<file path="config.mk">
export PLATFORM = sky130hd
export DESIGN_NAME = hyperspace_frame_ctrl_flat
export DESIGN_NICKNAME = d
export VERILOG_FILES = /design/src/rtl/hyperspace_frame_ctrl_if.sv /design/src/rtl/hyperspace_frame_ctrl.sv /design/src/flat_wrapper.sv
export SDC_FILE = /design/constraint.sdc
export NUM_CORES = 1
export LEC_CHECK = 0
export BUFFER_PORTS_ARGS = -buffer_cell sky130_fd_sc_hd__buf_2
export CORE_ASPECT_RATIO = 0.8
export CORE_MARGIN = 2
export CORE_UTILIZATION = 25
export CTS_CLUSTER_DIAMETER = 60
export CTS_CLUSTER_SIZE = 16
export DETAILED_ROUTE_END_ITERATION = 16
export MAX_ROUTING_LAYER = met4
export PLACE_DENSITY_LB_ADDON = 0.2
export SLEW_MARGIN = 20
export SYNTH_ARGS = -nofsm -noshare
export SYNTH_HDL_FRONTEND = slang
export SYNTH_SLANG_ARGS = --single-unit
</file>
<file path="constraint.sdc">
create_clock -name i_clock -period 3.9 [get_ports i_clock]
set_clock_uncertainty 0.1 [all_clocks]
set_input_delay 0 -clock i_clock [delete_from_list [all_inputs] [get_ports i_clock]]
set_output_delay 0 -clock i_clock [all_outputs]
set_load 0.03 [all_outputs]
</file>
<file path="src/rtl/hyperspace_frame_ctrl_if.sv">
// Valid/ready stream bundle with end-of-frame marker, shared by the pad-side
// and datapath-side ports of the frame sequencer.
interface hyperspace_frame_ctrl_if #(
  parameter int DATA_W = 8
);
  logic              valid;
  logic              ready;
  logic [DATA_W-1:0] data;
  logic              last;

  modport master (output valid, output data, output last, input ready);
  modport slave  (input valid, input data, input last, output ready);
endinterface

</file>
<file path="src/rtl/hyperspace_frame_ctrl.sv">
// Frame sequencer between the pad streams and the HyperSpace datapath: frames the
// input stream, bounds frames in flight, checks output framing and reports run status.
module hyperspace_frame_ctrl #(
  parameter int IN_LEN       = 2048,
  parameter int OUT_LEN      = 1536,
  parameter int MAX_INFLIGHT = 2,
  parameter int CNT_W        = 16
) (
  input  logic                   i_clock,
  input  logic                   i_resetb,
  input  logic                   i_cfg_start,
  input  logic                   i_cfg_abort,
  input  logic [CNT_W-1:0]       i_cfg_num_frames,
  hyperspace_frame_ctrl_if.slave  s_in,
  hyperspace_frame_ctrl_if.master m_in,
  hyperspace_frame_ctrl_if.slave  s_out,
  hyperspace_frame_ctrl_if.master m_out,
  output logic                   o_busy,
  output logic                   o_done,
  output logic                   o_err,
  output logic [CNT_W-1:0]       o_frames_out_cnt
);

  localparam int IN_W  = $clog2(IN_LEN + 1);
  localparam int OUT_W = $clog2(OUT_LEN + 1);
  localparam int IF_W  = $clog2(MAX_INFLIGHT + 1);

  typedef enum logic [2:0] {
    S_IDLE,
    S_RUN,
    S_DRAIN,
    S_DONE,
    S_ERR
  } state_t;

  state_t           r_state;
  logic [CNT_W-1:0] r_num;
  logic [CNT_W-1:0] r_frames_in;
  logic [CNT_W-1:0] r_frames_out;
  logic [IN_W-1:0]  r_in_beat;
  logic [OUT_W-1:0] r_out_beat;
  logic [IF_W-1:0]  r_inflight;
  logic             r_done;
  logic             r_err;

  logic             w_run;
  logic             w_out_en;
  logic             w_credit;
  logic             w_in_gate;
  logic             w_in_hs;
  logic             w_in_frame;
  logic             w_out_hs;
  logic             w_out_final;
  logic             w_out_err;
  logic             w_out_frame;
  logic [CNT_W-1:0] w_frames_in_nxt;
  logic [CNT_W-1:0] w_frames_out_nxt;

  // Credit is checked only at a frame boundary so an accepted frame always completes.
  assign w_run     = (r_state == S_RUN);
  assign w_out_en  = (r_state == S_RUN) || (r_state == S_DRAIN);
  assign w_credit  = (r_inflight < IF_W'(MAX_INFLIGHT)) && (r_frames_in < r_num);
  assign w_in_gate = w_run && ((r_in_beat != '0) || w_credit);

  assign m_in.valid = s_in.valid & w_in_gate;
  assign s_in.ready = m_in.ready & w_in_gate;
  assign m_in.data  = s_in.data;
  assign m_in.last  = (r_in_beat == IN_W'(IN_LEN - 1));

  assign m_out.valid = s_out.valid & w_out_en;
  assign s_out.ready = m_out.ready & w_out_en;
  assign m_out.data  = s_out.data;
  assign m_out.last  = s_out.last;

  assign w_in_hs     = s_in.valid & s_in.ready;
  assign w_in_frame  = w_in_hs & m_in.last;
  assign w_out_hs    = s_out.valid & s_out.ready;
  assign w_out_final = (r_out_beat == OUT_W'(OUT_LEN - 1));
  // An output beat with no frame in flight or misplaced last is a framing error.
  assign w_out_err   = w_out_hs && ((s_out.last != w_out_final) ||
                                    ((r_inflight == '0) && (r_out_beat == '0)));
  assign w_out_frame = w_out_hs & w_out_final & s_out.last & ~w_out_err;

  assign w_frames_in_nxt  = r_frames_in + CNT_W'(w_in_frame);
  assign w_frames_out_nxt = r_frames_out + CNT_W'(w_out_frame);

  assign o_busy           = w_out_en;
  assign o_done           = r_done;
  assign o_err            = r_err;
  assign o_frames_out_cnt = r_frames_out;

  always_ff @(posedge i_clock or negedge i_resetb) begin
    if (!i_resetb) begin
      r_state      <= S_IDLE;
      r_num        <= '0;
      r_frames_in  <= '0;
      r_frames_out <= '0;
      r_in_beat    <= '0;
      r_out_beat   <= '0;
      r_inflight   <= '0;
      r_done       <= 1'b0;
      r_err        <= 1'b0;
    end else begin
      r_done <= 1'b0;
      if (i_cfg_abort) begin
        r_state      <= S_IDLE;
        r_frames_in  <= '0;
        r_frames_out <= '0;
        r_in_beat    <= '0;
        r_out_beat   <= '0;
        r_inflight   <= '0;
        r_err        <= 1'b0;
      end else begin
        case (r_state)
          S_IDLE, S_DONE: begin
            if (i_cfg_start) begin
              r_frames_in  <= '0;
              r_frames_out <= '0;
              r_in_beat    <= '0;
              r_out_beat   <= '0;
              r_inflight   <= '0;
              r_err        <= 1'b0;
              r_num        <= i_cfg_num_frames;
              if (i_cfg_num_frames == '0) begin
                r_state <= S_DONE;
                r_done  <= 1'b1;
              end else begin
                r_state <= S_RUN;
              end
            end
          end
          S_RUN, S_DRAIN: begin
            if (w_in_hs) begin
              r_in_beat <= m_in.last ? '0 : r_in_beat + 1'b1;
            end
            if (w_out_hs) begin
              r_out_beat <= w_out_final ? '0 : r_out_beat + 1'b1;
            end
            r_frames_in  <= w_frames_in_nxt;
            r_frames_out <= w_frames_out_nxt;
            r_inflight   <= r_inflight + IF_W'(w_in_frame) - IF_W'(w_out_frame);
            if (w_out_err) begin
              r_state <= S_ERR;
              r_err   <= 1'b1;
            end else if ((w_frames_in_nxt == r_num) && (w_frames_out_nxt == r_num)) begin
              r_state <= S_DONE;
              r_done  <= 1'b1;
            end else if (w_frames_in_nxt == r_num) begin
              r_state <= S_DRAIN;
            end
          end
          S_ERR: r_state <= S_ERR;
          default: r_state <= S_IDLE;
        endcase
      end
    end
  end

endmodule
</file>
<file path="src/flat_wrapper.sv">
// flat-port wrapper written by rule: the top's interface ports become plain ports
module hyperspace_frame_ctrl_flat 
#(
  parameter int IN_LEN       = 2048,
  parameter int OUT_LEN      = 1536,
  parameter int MAX_INFLIGHT = 2,
  parameter int CNT_W        = 16
)
  (i_clock, i_resetb, i_cfg_start, i_cfg_abort, i_cfg_num_frames, o_busy, o_done, o_err, o_frames_out_cnt, s_in_valid, s_in_data, s_in_last, s_in_ready, m_in_valid, m_in_data, m_in_last, m_in_ready, s_out_valid, s_out_data, s_out_last, s_out_ready, m_out_valid, m_out_data, m_out_last, m_out_ready);
  hyperspace_frame_ctrl_if s_in_i ();
  hyperspace_frame_ctrl_if m_in_i ();
  hyperspace_frame_ctrl_if s_out_i ();
  hyperspace_frame_ctrl_if m_out_i ();
  input  logic i_clock;
  input  logic i_resetb;
  input  logic i_cfg_start;
  input  logic i_cfg_abort;
  input  logic [CNT_W-1:0] i_cfg_num_frames;
  output logic o_busy;
  output logic o_done;
  output logic o_err;
  output logic [CNT_W-1:0] o_frames_out_cnt;
  input wire logic [$bits(s_in_i.valid)-1:0] s_in_valid;
  input wire logic [$bits(s_in_i.data)-1:0] s_in_data;
  input wire logic [$bits(s_in_i.last)-1:0] s_in_last;
  output wire logic [$bits(s_in_i.ready)-1:0] s_in_ready;
  output wire logic [$bits(m_in_i.valid)-1:0] m_in_valid;
  output wire logic [$bits(m_in_i.data)-1:0] m_in_data;
  output wire logic [$bits(m_in_i.last)-1:0] m_in_last;
  input wire logic [$bits(m_in_i.ready)-1:0] m_in_ready;
  input wire logic [$bits(s_out_i.valid)-1:0] s_out_valid;
  input wire logic [$bits(s_out_i.data)-1:0] s_out_data;
  input wire logic [$bits(s_out_i.last)-1:0] s_out_last;
  output wire logic [$bits(s_out_i.ready)-1:0] s_out_ready;
  output wire logic [$bits(m_out_i.valid)-1:0] m_out_valid;
  output wire logic [$bits(m_out_i.data)-1:0] m_out_data;
  output wire logic [$bits(m_out_i.last)-1:0] m_out_last;
  input wire logic [$bits(m_out_i.ready)-1:0] m_out_ready;
  assign s_in_i.valid = s_in_valid;
  assign s_in_i.data = s_in_data;
  assign s_in_i.last = s_in_last;
  assign s_in_ready = s_in_i.ready;
  assign m_in_valid = m_in_i.valid;
  assign m_in_data = m_in_i.data;
  assign m_in_last = m_in_i.last;
  assign m_in_i.ready = m_in_ready;
  assign s_out_i.valid = s_out_valid;
  assign s_out_i.data = s_out_data;
  assign s_out_i.last = s_out_last;
  assign s_out_ready = s_out_i.ready;
  assign m_out_valid = m_out_i.valid;
  assign m_out_data = m_out_i.data;
  assign m_out_last = m_out_i.last;
  assign m_out_i.ready = m_out_ready;
  hyperspace_frame_ctrl #(.IN_LEN(IN_LEN), .OUT_LEN(OUT_LEN), .MAX_INFLIGHT(MAX_INFLIGHT), .CNT_W(CNT_W)) u_core (.i_clock(i_clock), .i_resetb(i_resetb), .i_cfg_start(i_cfg_start), .i_cfg_abort(i_cfg_abort), .i_cfg_num_frames(i_cfg_num_frames), .s_in(s_in_i), .m_in(m_in_i), .s_out(s_out_i), .m_out(m_out_i), .o_busy(o_busy), .o_done(o_done), .o_err(o_err), .o_frames_out_cnt(o_frames_out_cnt));
endmodule
</file>
==> reports/metrics.cfg, run 1 <==
[run_status]
run_status=finished, violations left
violations=setup timing

[power]
power.total_mw=3.715
power_per_cell_area_nw_per_um2=490.4
lkg_pwr_nw=3.492
max-vdd-ir-drop_mv=0.2121

[cts]
cts_inserted_buffers=9
clkSlewWorstSetupHoldPaths_ns=0.06
cts_tree=yes
number_of_clock_sinks=78
level_count_of_the_clock_h_tree=3
ctsRootBufferMaster=clkbuf_16
worst_skew_pair.late_latency_ns=0.35
cts_max_path_bufs=2

[die]
design.core.area_um2=22380
boundaryPins=83
die_w_um=172.5
fp-row-count=49
die_h_um=138.8
initial_utilization=0.2537
floorplan.die_area_um2=23940

[layout]
area_growth_pct=33.44
nFillCells=2370
ratio_of_cells_with_drive_above_1_in_the_final_layout=0.2581
layout.nets=869
antenna_cells_inserted=0

[setup_path]
critical_path.startpoint_type=flip-flop
kind_of_capture_point_of_the_worst_setup_path=flip-flop
worstPathMaxFanout=3
timing.rr.start=u_core.r_num[13]
worst_endpoint_data_arrival_time_ns=4.24
wp_data_required_ns=4.06
ff2ff_path_depth=18
timing.reg2reg.setup_slack_ns=-0.18
timing.rr.end=u_core.r_state[0]
critical_path_class=flip-flop to flip-flop

[synthesis]
synth_sequential_area_ratio=0.3438
synth.largest_area_cell=dfrtp_1
synth.distinct_cells=61
yosysTopAreaCellShare=0.3438
synth_nets=724
synth.avg_cell_area_um2=8.640
yosys_warnings=0
number_of_flops_mapped_to_enable_cells_by_yosys=0
synthArstFlopShare=1.000
synth-seq-cells=78
synth.area.top_cells=dfrtp_1, ha_1, o21ai_0
synth_cells=657
post_synth_instance_area_um2=5677
synth_flop_cell=dfrtp_1

[detailed_routing]
route.vias.total=5411
drc=0
final_antenna_net_count=0
wirelength_um=18090
wire_per_inst_um=16.27
detail_route.first_pass.iterations=5
drt_first_iter_violations=401
vias_per_cell=4.866

[timing]
final-max-slew-violation-count=0
setup_viol=2
fmax_mhz=245.4
finalHoldViolCount=0
layout_worst_path_cycle_share=1.045
layout_min_cycle_time_ns=4.075
max_slew.worst_pin.slew_ns=0.8433
least_setup_slack_across_all_paths_after_layout_ns=-0.1752
setup_repair_after_global_routing_missed_its_margin=true
max-slew-margin-rel=0.4326

[placement]
io_buffer_count=49
dp_hpwl_um=13700
setup_slack_at_placement_ns=-0.2458
globalplace.congestion=0.9041

[grt]
first_pass_grt_wire_length_um=28440
overflow=0
initial_antenna_violation_count=0
first_global_vias=4897
globalRouteTotalUtil=0.1584
maximum_number_of_pins_on_one_net_before_global_route_repair=52

[min_path]
hold-path-cell-count=4
min_from=m_out_ready
hp-class=input port to flip-flop
hold_end=u_core.r_out_beat[1]

[job]
max-cap-violations=0

==> cell usage in the layout, fill, tap and decap left out, types with 5 or more instances in the layout <==
master,Yosys,final
xor2_1,20,20
and3_1,21,20
dlygate4sd3_1,0,35
clkbuf_16,0,9
a22o_1,5,5
ha_1,25,22
a31oi_1,12,12
nand2b_1,6,6
dfrtp_1,78,78
nor3_1,10,10
o31ai_1,18,16
nor4_1,10,10
o22ai_1,6,6
inv_1,26,26
a21oi_1,21,21
o21ai_1,12,13
xnor2_1,31,30
and4_1,6,6
mux2_2,17,17
a21o_1,9,9
nand4_1,15,15
o21ai_0,57,56
and2_1,5,5
nor2_1,62,60
buf_4,21,97
nand2_1,49,48
nand3_1,28,27
buf_2,8,48
==> per-layer routing <==
metal  routed length (µm)  vias to the layer above  share of wire  GRT usage
met5                    0                        -              0          -
met4                  142                        0         0.0078    0.03184
met3                  814                        9          0.045    0.02997
met2                 7025                      125           0.39     0.1985
met1                10110                     2603           0.56     0.2551
li1                     -                     2674              -          -
==> repair_timing <==
item	in CTS	in global routing
setup buffers	2	3
gates resized for setup	6	2
hold buffers	35	0
pin swaps	8	4
endpoints found under the hold margin	85	0
setup endpoints to repair	3	3
==> sequential cells by signal, summed over array words and instances (netlist names) <==
register                 flops
u_core.o_frames_out_cnt     16
u_core.r_inflight            2
u_core.r_in_beat            12
u_core.r_out_beat           11
u_core.r_frames_in          16
u_core.r_state               3
u_core.o_done                1
u_core.r_num                16
u_core.o_err                 1
==> worst max-delay path: stages, from the launching register on <==
cell,delay (ns)
dfrtp_1,0.34
inv_1,0.04
ha_1,0.30
a21o_1,0.16
a21o_1,0.16
a211oi_2,0.23
o221a_1,0.24
o31ai_2,0.09
a21bo_2,0.22
nor2_4,0.17
ha_4,0.19
nand3_4,0.06
or4_1,0.53
a211oi_2,0.25
nand4_2,0.14
nor4_4,0.22
o311a_1,0.24
a31oi_1,0.10
a211oi_2,0.19
==> worst max-delay path by stage <==
stage                                 startpoint  slack [ns]  cells past startpoint           endpoint
after CTS                       u_core.r_num[13]       -0.17                     20  u_core.r_state[0]
final                           u_core.r_num[13]       -0.18                     18  u_core.r_state[0]
after floorplan           u_core.r_frames_in[13]       -0.13                     18  u_core.r_state[0]
after global placement          u_core.r_num[13]       -0.17                     18  u_core.r_state[0]
after detailed placement        u_core.r_num[13]       -0.25                     18  u_core.r_state[0]
after global routing            u_core.r_num[13]       -0.42                     19  u_core.r_state[0]
==> report_power, final <==
part	switching [mW]	internal [mW]	total, mW
logic	0.988	0.733	1.72
clock network	0.349	0.675	1.02
registers	0.0602	0.909	0.970
total	1.40	2.32	3.71
==> logic make-up (layout without fill, tap and decap cells) <==
family,count (synthesis),in the layout,share of synthesized area
AOI/OAI and AO/OA,163,163,0.1834
xor gates and xnor gates,51,51,0.07869
adders and majority gates,25,25,0.05510
buffers and inverters,74,223,0.06458
DFF,78,78,0.3438
muxes,19,19,0.03725
and+or+nand+nor,247,247,0.2372
==> synth_stat cells (all sizes together) (5+ instances only) <==
master  count
nand3      29
nand2      49
nand4      18
a21o        9
clkbuf     18
nand2b      6
nor2       63
mux2       17
or4         5
nor4       14
o31ai      18
ha         25
nor3       10
or3         5
and4        6
a22o        5
and3       21
o21ai      69
dfrtp      78
and2        5
o22ai       6
inv        26
a21oi      21
xor2       20
buf        30
xnor2      31
a31oi      12
==> metrics by stage <==
step	cell area, µm²	cells	utilization	TNS [ns]	hold WS [ns]
floorplan	5722	657	-	-0.2635	-0.3956
global placement	6782	1057	0.3030	-0.2834	-0.09980
finish	7575	1112	0.3385	-0.3122	0.07072
CTS	7541	1109	0.3370	-0.3282	0.04668
global route	7575	1112	0.3385	-0.9442	0.07908
detailed placement	6782	1057	0.3030	-0.4295	-0.09980
==> layout make-up <==
class	count	area [µm²]	area share
multi-input combinational	505	3445	0.4547
sequential	78	1952	0.2577
timing repair buffer	182	1341	0.1771
tap	306	382.9	0.05055
clock buffer	12	266.5	0.03518
inverter	26	97.59	0.01288
clock inverter	3	90.09	0.01189
Power figures use the tool's default switching activity.
==> inputs of run 2 (changes only) <==
- CORE_MARGIN: 2 -> 5
==> run 2 against run 1 <==
Against the previous run:
- the run still ends with setup timing left
- register-to-register slack worse by 0.14 ns
- power fell by 2.2%
- global-route usage shrank 0.93 points
- critical endpoint is now u_core.r_state[1]
==> reports/metrics.cfg, run 2 (same netlist as run 1, synthesis figures left out) <==
[cts]
clkSlewWorstSetupHoldPaths_ns=0.06  ; about the same
cts_max_path_bufs=2  ; unchanged
cts_tree=yes
ctsRootBufferMaster=clkbuf_16
worst_skew_pair.late_latency_ns=0.35  ; about the same
cts_inserted_buffers=9  ; unchanged
number_of_clock_sinks=78  ; unchanged
level_count_of_the_clock_h_tree=3  ; unchanged

[setup_path]
critical_path_class=flip-flop to flip-flop
worst_endpoint_data_arrival_time_ns=4.34  ; +0.10 ns
worstPathMaxFanout=5  ; +2
wp_data_required_ns=4.03  ; -0.03 ns
critical_path.startpoint_type=flip-flop
ff2ff_path_depth=19  ; +1
timing.critical_path.slowest_stage_cell=dfrtp_1
cpPeakStageDelay_ns=0.41  ; -0.12 ns
crit_chain=ha_4, a21o_1, a21o_1, a211oi_2, o221a_1, o31ai_2, a21bo_2, nor2_4, ha_4, nand3_4, buf_6, or3_1, a31oi_1, a221o_1, nor4_4, buf_4, o31a_1, buf_4, a31o_1
kind_of_capture_point_of_the_worst_setup_path=flip-flop

[detailed_routing]
drc=0  ; unchanged
wirelength_um=18630  ; +3.0%
wire_per_inst_um=16.64  ; +2.3%
drt_first_iter_violations=320  ; -20%
route.vias.total=5362  ; -0.91%
vias_per_cell=4.792  ; -1.5%
detail_route.first_pass.iterations=5  ; unchanged
final_antenna_net_count=0  ; unchanged

[grt]
overflow=0  ; unchanged
maximum_number_of_pins_on_one_net_before_global_route_repair=56  ; +7.7%
first_global_vias=5022  ; +2.6%
initial_antenna_violation_count=0  ; unchanged
globalRouteTotalUtil=0.1491  ; -0.009284
first_pass_grt_wire_length_um=29110  ; +2.4%

[power]
total_switching_power_mw=1.406  ; +0.60%
cellInternalPower_mw=2.227  ; -3.9%
seq_power_share=0.267  ; +0.006
lkg_pwr_nw=3.530  ; +1.1%
power_per_cell_area_nw_per_um2=476.4  ; -2.9%
max-vdd-ir-drop_mv=0.2123  ; about the same
combinational_share_of_power=0.471  ; +0.008
clock_power_share=0.261  ; -0.015
power_switching_share=0.3869  ; +0.01078

[placement]
dpl_cell_area_um2=6804  ; +0.33%
globalplace.congestion=0.8800  ; -2.7%
setup_slack_at_placement_ns=-0.2512  ; -0.005353 ns
dp_hpwl_um=13910  ; +1.6%
io_buffer_count=49  ; unchanged

[timing]
fin_hold_ws_ns=0.04102  ; -0.02970 ns
fmax_mhz=237.4  ; -3.2%
setup_repair_after_global_routing_missed_its_margin=true
timing.setup.tns_ns=-0.6409  ; -0.3287 ns
layout_worst_path_cycle_share=1.080  ; +0.03509
setup_viol=3  ; +1
least_setup_slack_across_all_paths_after_layout_ns=-0.3121  ; -0.1369 ns
finalHoldViolCount=0  ; unchanged
max-slew-margin-rel=0.4817  ; +0.04905
layout_min_cycle_time_ns=4.212  ; +0.1369 ns
final-max-slew-violation-count=0  ; unchanged
max_slew.worst_pin.slew_ns=0.7775  ; -0.06580 ns

[layout]
most-common-layout-cells=buf_4, dfrtp_1, nor2_1
nFillCells=2409  ; +1.6%
antenna_cells_inserted=0  ; unchanged
ratio_of_cells_with_drive_above_1_in_the_final_layout=0.2718  ; +0.01377
final_area_um2=7626  ; +0.68%
area_growth_pct=34.34
layout.nets=876  ; +0.81%
layout.cells.most_common=buf_4

[die]
initial_utilization=0.2530  ; -0.0006931
fp-row-count=49  ; unchanged
design.core.area_um2=22440  ; +0.27%
die_h_um=144.8  ; +4.3%
floorplan.die_area_um2=25840  ; +8.0%
die_w_um=178.5  ; +3.5%
boundaryPins=83  ; unchanged

[min_path]
hold-path-cell-count=4  ; unchanged
hp-class=input port to flip-flop

[run_status]
run_status=finished, violations left
violations=setup timing

[job]
max-cap-violations=0  ; unchanged

## run 2: critical path: cells and delay by family (launching register included)
family	cells	cell delay, ns
AOI/OAI and AO/OA	10	2.00
adders and majority gates	2	0.43
DFF	1	0.41
buffers and inverters	3	0.43
and+or+nand+nor	4	0.69
## run 2: area by class of cell
type                            count  area, µm²  area share
Clock inverter                      3      67.56    0.008860
Tap cell                          306      382.9     0.05021
Clock buffer                       12      256.5     0.03363
Sequential cell                    78       1952      0.2559
Timing Repair Buffer              189       1394      0.1828
Multi-Input combinational cell    505       3476      0.4558
Inverter                           26      97.59     0.01280
## run 2: metal layers
metal / global-route usage / wire [µm] / vias to the layer above
met4: 0.02665 / 112 / 0
met5: - / 0 / -
met1: 0.2326 / 10250 / 2554
met3: 0.02831 / 846 / 7
li1: - / - / 2677
met2: 0.1980 / 7412 / 124
## run 2: path summary, 6_finish.rpt
kind | startpoint | to | slack, ns
setup / recovery | u_core.r_frames_in[13] | u_core.r_state[1] | -0.31
hold / removal | m_out_ready | u_core.r_out_beat[1] | 0.04
setup reg to reg | u_core.r_frames_in[13] | u_core.r_state[1] | -0.31
hold reg to reg | u_core.o_err | u_core.o_err | 0.41
max in group asynchronous | i_resetb | u_core.r_in_beat[8] | 2.67
min in group asynchronous | i_resetb | u_core.r_num[3] | 0.18
## run 2: metrics by stage
step                      utilization  power (mW)  instances
after floorplan                     -       2.009        657
after global placement         0.3032       2.638       1060
after detailed placement       0.3032       2.630       1060
after CTS                      0.3356       3.658       1112
after global routing           0.3399       3.886       1119
final                          0.3399       3.633       1119
## run 2: repair_timing
item,4_1_cts,5_1_grt
pin swaps,6,14
setup buffers,2,7
hold buffers,35,0
resized for setup,8,8
setup endpoints to repair,3,3
hold endpoints to repair,89,0
## run 2: power by group through the flow
stage / logic [mW] / clock network [mW] / registers [mW]
5_1_grt: 1.88 / 1.01 / 0.988
2_1_floorplan: 0.980 / 0 / 1.03
3_5_place_dp: 1.64 / 0 / 0.985
3_3_place_gp: 1.65 / 0 / 0.986
6_report: 1.71 / 0.950 / 0.972
4_1_cts: 1.70 / 0.984 / 0.971
==> inputs of run 3 (changes only) <==
- CAP_MARGIN: default -> 40
- SETUP_SLACK_MARGIN: default -> 0.05
==> run 3 against run 2 <==
Against the previous run:
- the run still ends with setup timing left
- via count is 0.50% lower
- clock-buffer cell count stayed put
- wire length hardly changed
- sequential cell count stayed put
- register-to-register slack hardly changed
- final cell count is 0.18% higher
- non-clock buffer count is 2 higher
- combinational power hardly changed
- global-route usage stayed put
- power is 0.19% higher
- sequential power hardly changed
- critical endpoint unchanged
==> reports/metrics.cfg, run 3 (same netlist as run 1, synthesis figures left out) <==
[run_status]
run_status=finished, violations left
violations=setup timing

[setup_path]
critical_path.startpoint_type=flip-flop
crit_chain=ha_4, a21o_1, a21o_1, a211oi_2, o221a_1, o31ai_2, a21bo_2, nor2_4, ha_4, nand3_4, buf_6, or3_1, a31oi_1, a221o_1, nor4_4, buf_4, o31a_1, buf_4, a31o_1
timing.critical_path.slowest_stage_cell=dfrtp_1
worstPathMaxFanout=5  ; unchanged
kind_of_capture_point_of_the_worst_setup_path=flip-flop
critical_path_class=flip-flop to flip-flop
critical_path.top_delay_family=compound AO/OA/AOI/OAI gates
cpPeakStageDelay_ns=0.41  ; about the same
wp_data_required_ns=4.03  ; about the same
cp.buffers_inverters=3  ; unchanged
worst_endpoint_data_arrival_time_ns=4.35  ; about the same

[cts]
cts_inserted_buffers=9  ; unchanged
cts_max_path_bufs=2  ; unchanged
number_of_clock_sinks=78  ; unchanged
clkSlewWorstSetupHoldPaths_ns=0.06  ; about the same
ctsRootBufferMaster=clkbuf_16
level_count_of_the_clock_h_tree=3  ; unchanged
cts_tree=yes
worst_skew_pair.late_latency_ns=0.35  ; about the same

[power]
power_per_cell_area_nw_per_um2=475.4  ; -0.21%
power.total_mw=3.640  ; +0.19%
max-vdd-ir-drop_mv=0.2129  ; +0.29%
lkg_pwr_nw=3.543  ; +0.38%

[timing]
finalHoldViolCount=0  ; unchanged
final-max-slew-violation-count=0  ; unchanged
timing.setup.tns_ns=-0.6584  ; -0.01752 ns
least_setup_slack_across_all_paths_after_layout_ns=-0.3149  ; -0.002863 ns
fmax_mhz=237.3  ; about the same
layout_min_cycle_time_ns=4.215  ; +0.002863 ns
layout_worst_path_cycle_share=1.081  ; about the same
max_slew.worst_pin.slew_ns=0.7386  ; -0.03892 ns
setup_repair_after_global_routing_missed_its_margin=true
setup_viol=3  ; unchanged
max-slew-margin-rel=0.5031  ; +0.02141
fin_hold_ws_ns=0.03512  ; -0.005897 ns

[placement]
place.detailed.instances=1060  ; unchanged
dpl_cell_area_um2=6804  ; unchanged
globalplace.congestion=0.8800  ; unchanged
setup_slack_at_placement_ns=-0.2512  ; unchanged
io_buffer_count=49  ; unchanged
dp_hpwl_um=13910  ; unchanged

[grt]
initial_antenna_violation_count=0  ; unchanged
first_global_vias=5022  ; unchanged
globalRouteTotalUtil=0.1491  ; unchanged
first_pass_grt_wire_length_um=29110  ; unchanged
overflow=0  ; unchanged
maximum_number_of_pins_on_one_net_before_global_route_repair=56  ; unchanged

[die]
floorplan.die_area_um2=25840  ; unchanged
boundaryPins=83  ; unchanged
die_w_um=178.5  ; unchanged
fp-row-count=49  ; unchanged
initial_utilization=0.2530  ; unchanged
die_h_um=144.8  ; unchanged
design.core.area_um2=22440  ; unchanged

[min_path]
hp-class=input port to flip-flop

[layout]
antenna_cells_inserted=0  ; unchanged
layout.nets=878  ; +0.23%
layout.cells.most_common=buf_4
postLayoutCoreUtil=0.3412  ; +0.001338
final_area_um2=7656  ; +0.39%
most-common-layout-cells=buf_4, dfrtp_1, nor2_1
ratio_of_cells_with_drive_above_1_in_the_final_layout=0.2724  ; +0.0005599
area_growth_pct=34.87
stdcell_count=1121  ; +0.18%

[detailed_routing]
vias_per_cell=4.759  ; -0.68%
route.vias.total=5335  ; -0.50%
detail_route.first_pass.iterations=5  ; unchanged
wirelength_um=18640  ; about the same
final_antenna_net_count=0  ; unchanged
drt_first_iter_violations=334  ; +4.4%
drc=0  ; unchanged
wire_per_inst_um=16.63  ; -0.11%

[job]
max-cap-violations=0  ; unchanged

[run 3: worst paths after layout]
kind	startpoint	end	slack [ns]	cells after the start
setup / recovery	u_core.r_frames_in[13]	u_core.r_state[1]	-0.31	19
max in group asynchronous	i_resetb	u_core.r_in_beat[8]	2.52	4
hold / removal	m_out_ready	u_core.r_out_beat[1]	0.04	3
hold reg to reg	u_core.o_err	u_core.o_err	0.41	2
min in group asynchronous	i_resetb	u_core.r_num[3]	0.52	3
setup reg to reg	u_core.r_frames_in[13]	u_core.r_state[1]	-0.31	19
[run 3: report_power, final]
| group | total, mW | internal (mW) | leakage [nW] | switching [mW] |
|---|---|---|---|---|
| Clock | 0.951 | 0.593 | 0.155 | 0.358 |
| Sequential | 0.972 | 0.909 | 1.05 | 0.0625 |
| Combinational | 1.72 | 0.728 | 2.34 | 0.990 |
| Total | 3.64 | 2.23 | 3.54 | 1.41 |
[run 3: timing repair]
action	CTS	global route
pin swaps	6	14
endpoints found under the hold margin	89	1
buffers inserted	2	7
gates resized for setup	8	8
setup endpoints to repair	3	3
hold buffers	35	1
[run 3: worst register-to-register path: stages (launching register included)]
cell	delay, ns
dfrtp_1	0.41
ha_4	0.25
a21o_1	0.16
a21o_1	0.17
a211oi_2	0.24
o221a_1	0.23
o31ai_2	0.08
a21bo_2	0.22
nor2_4	0.20
ha_4	0.19
nand3_4	0.10
buf_6	0.14
or3_1	0.33
a31oi_1	0.17
a221o_1	0.23
nor4_4	0.06
buf_4	0.14
o31a_1	0.32
buf_4	0.15
a31o_1	0.19
[run 3: cell type report]
cell class | instances | area [µm²]
Fill cell | 2406 | 14780
Clock inverter | 3 | 67.56
Multi-Input combinational cell | 505 | 3476
Inverter | 26 | 97.59
Clock buffer | 12 | 256.5
Tap cell | 306 | 382.9
Sequential cell | 78 | 1952
Timing Repair Buffer | 191 | 1424
[run 3: metal layers]
metal	track usage	vias to the layer above	part of all wire
li1	-	2682	-
met1	0.2326	2538	0.56
met2	0.1980	107	0.40
met3	0.02831	8	0.039
met4	0.02665	0	0.0068
met5	-	-	0
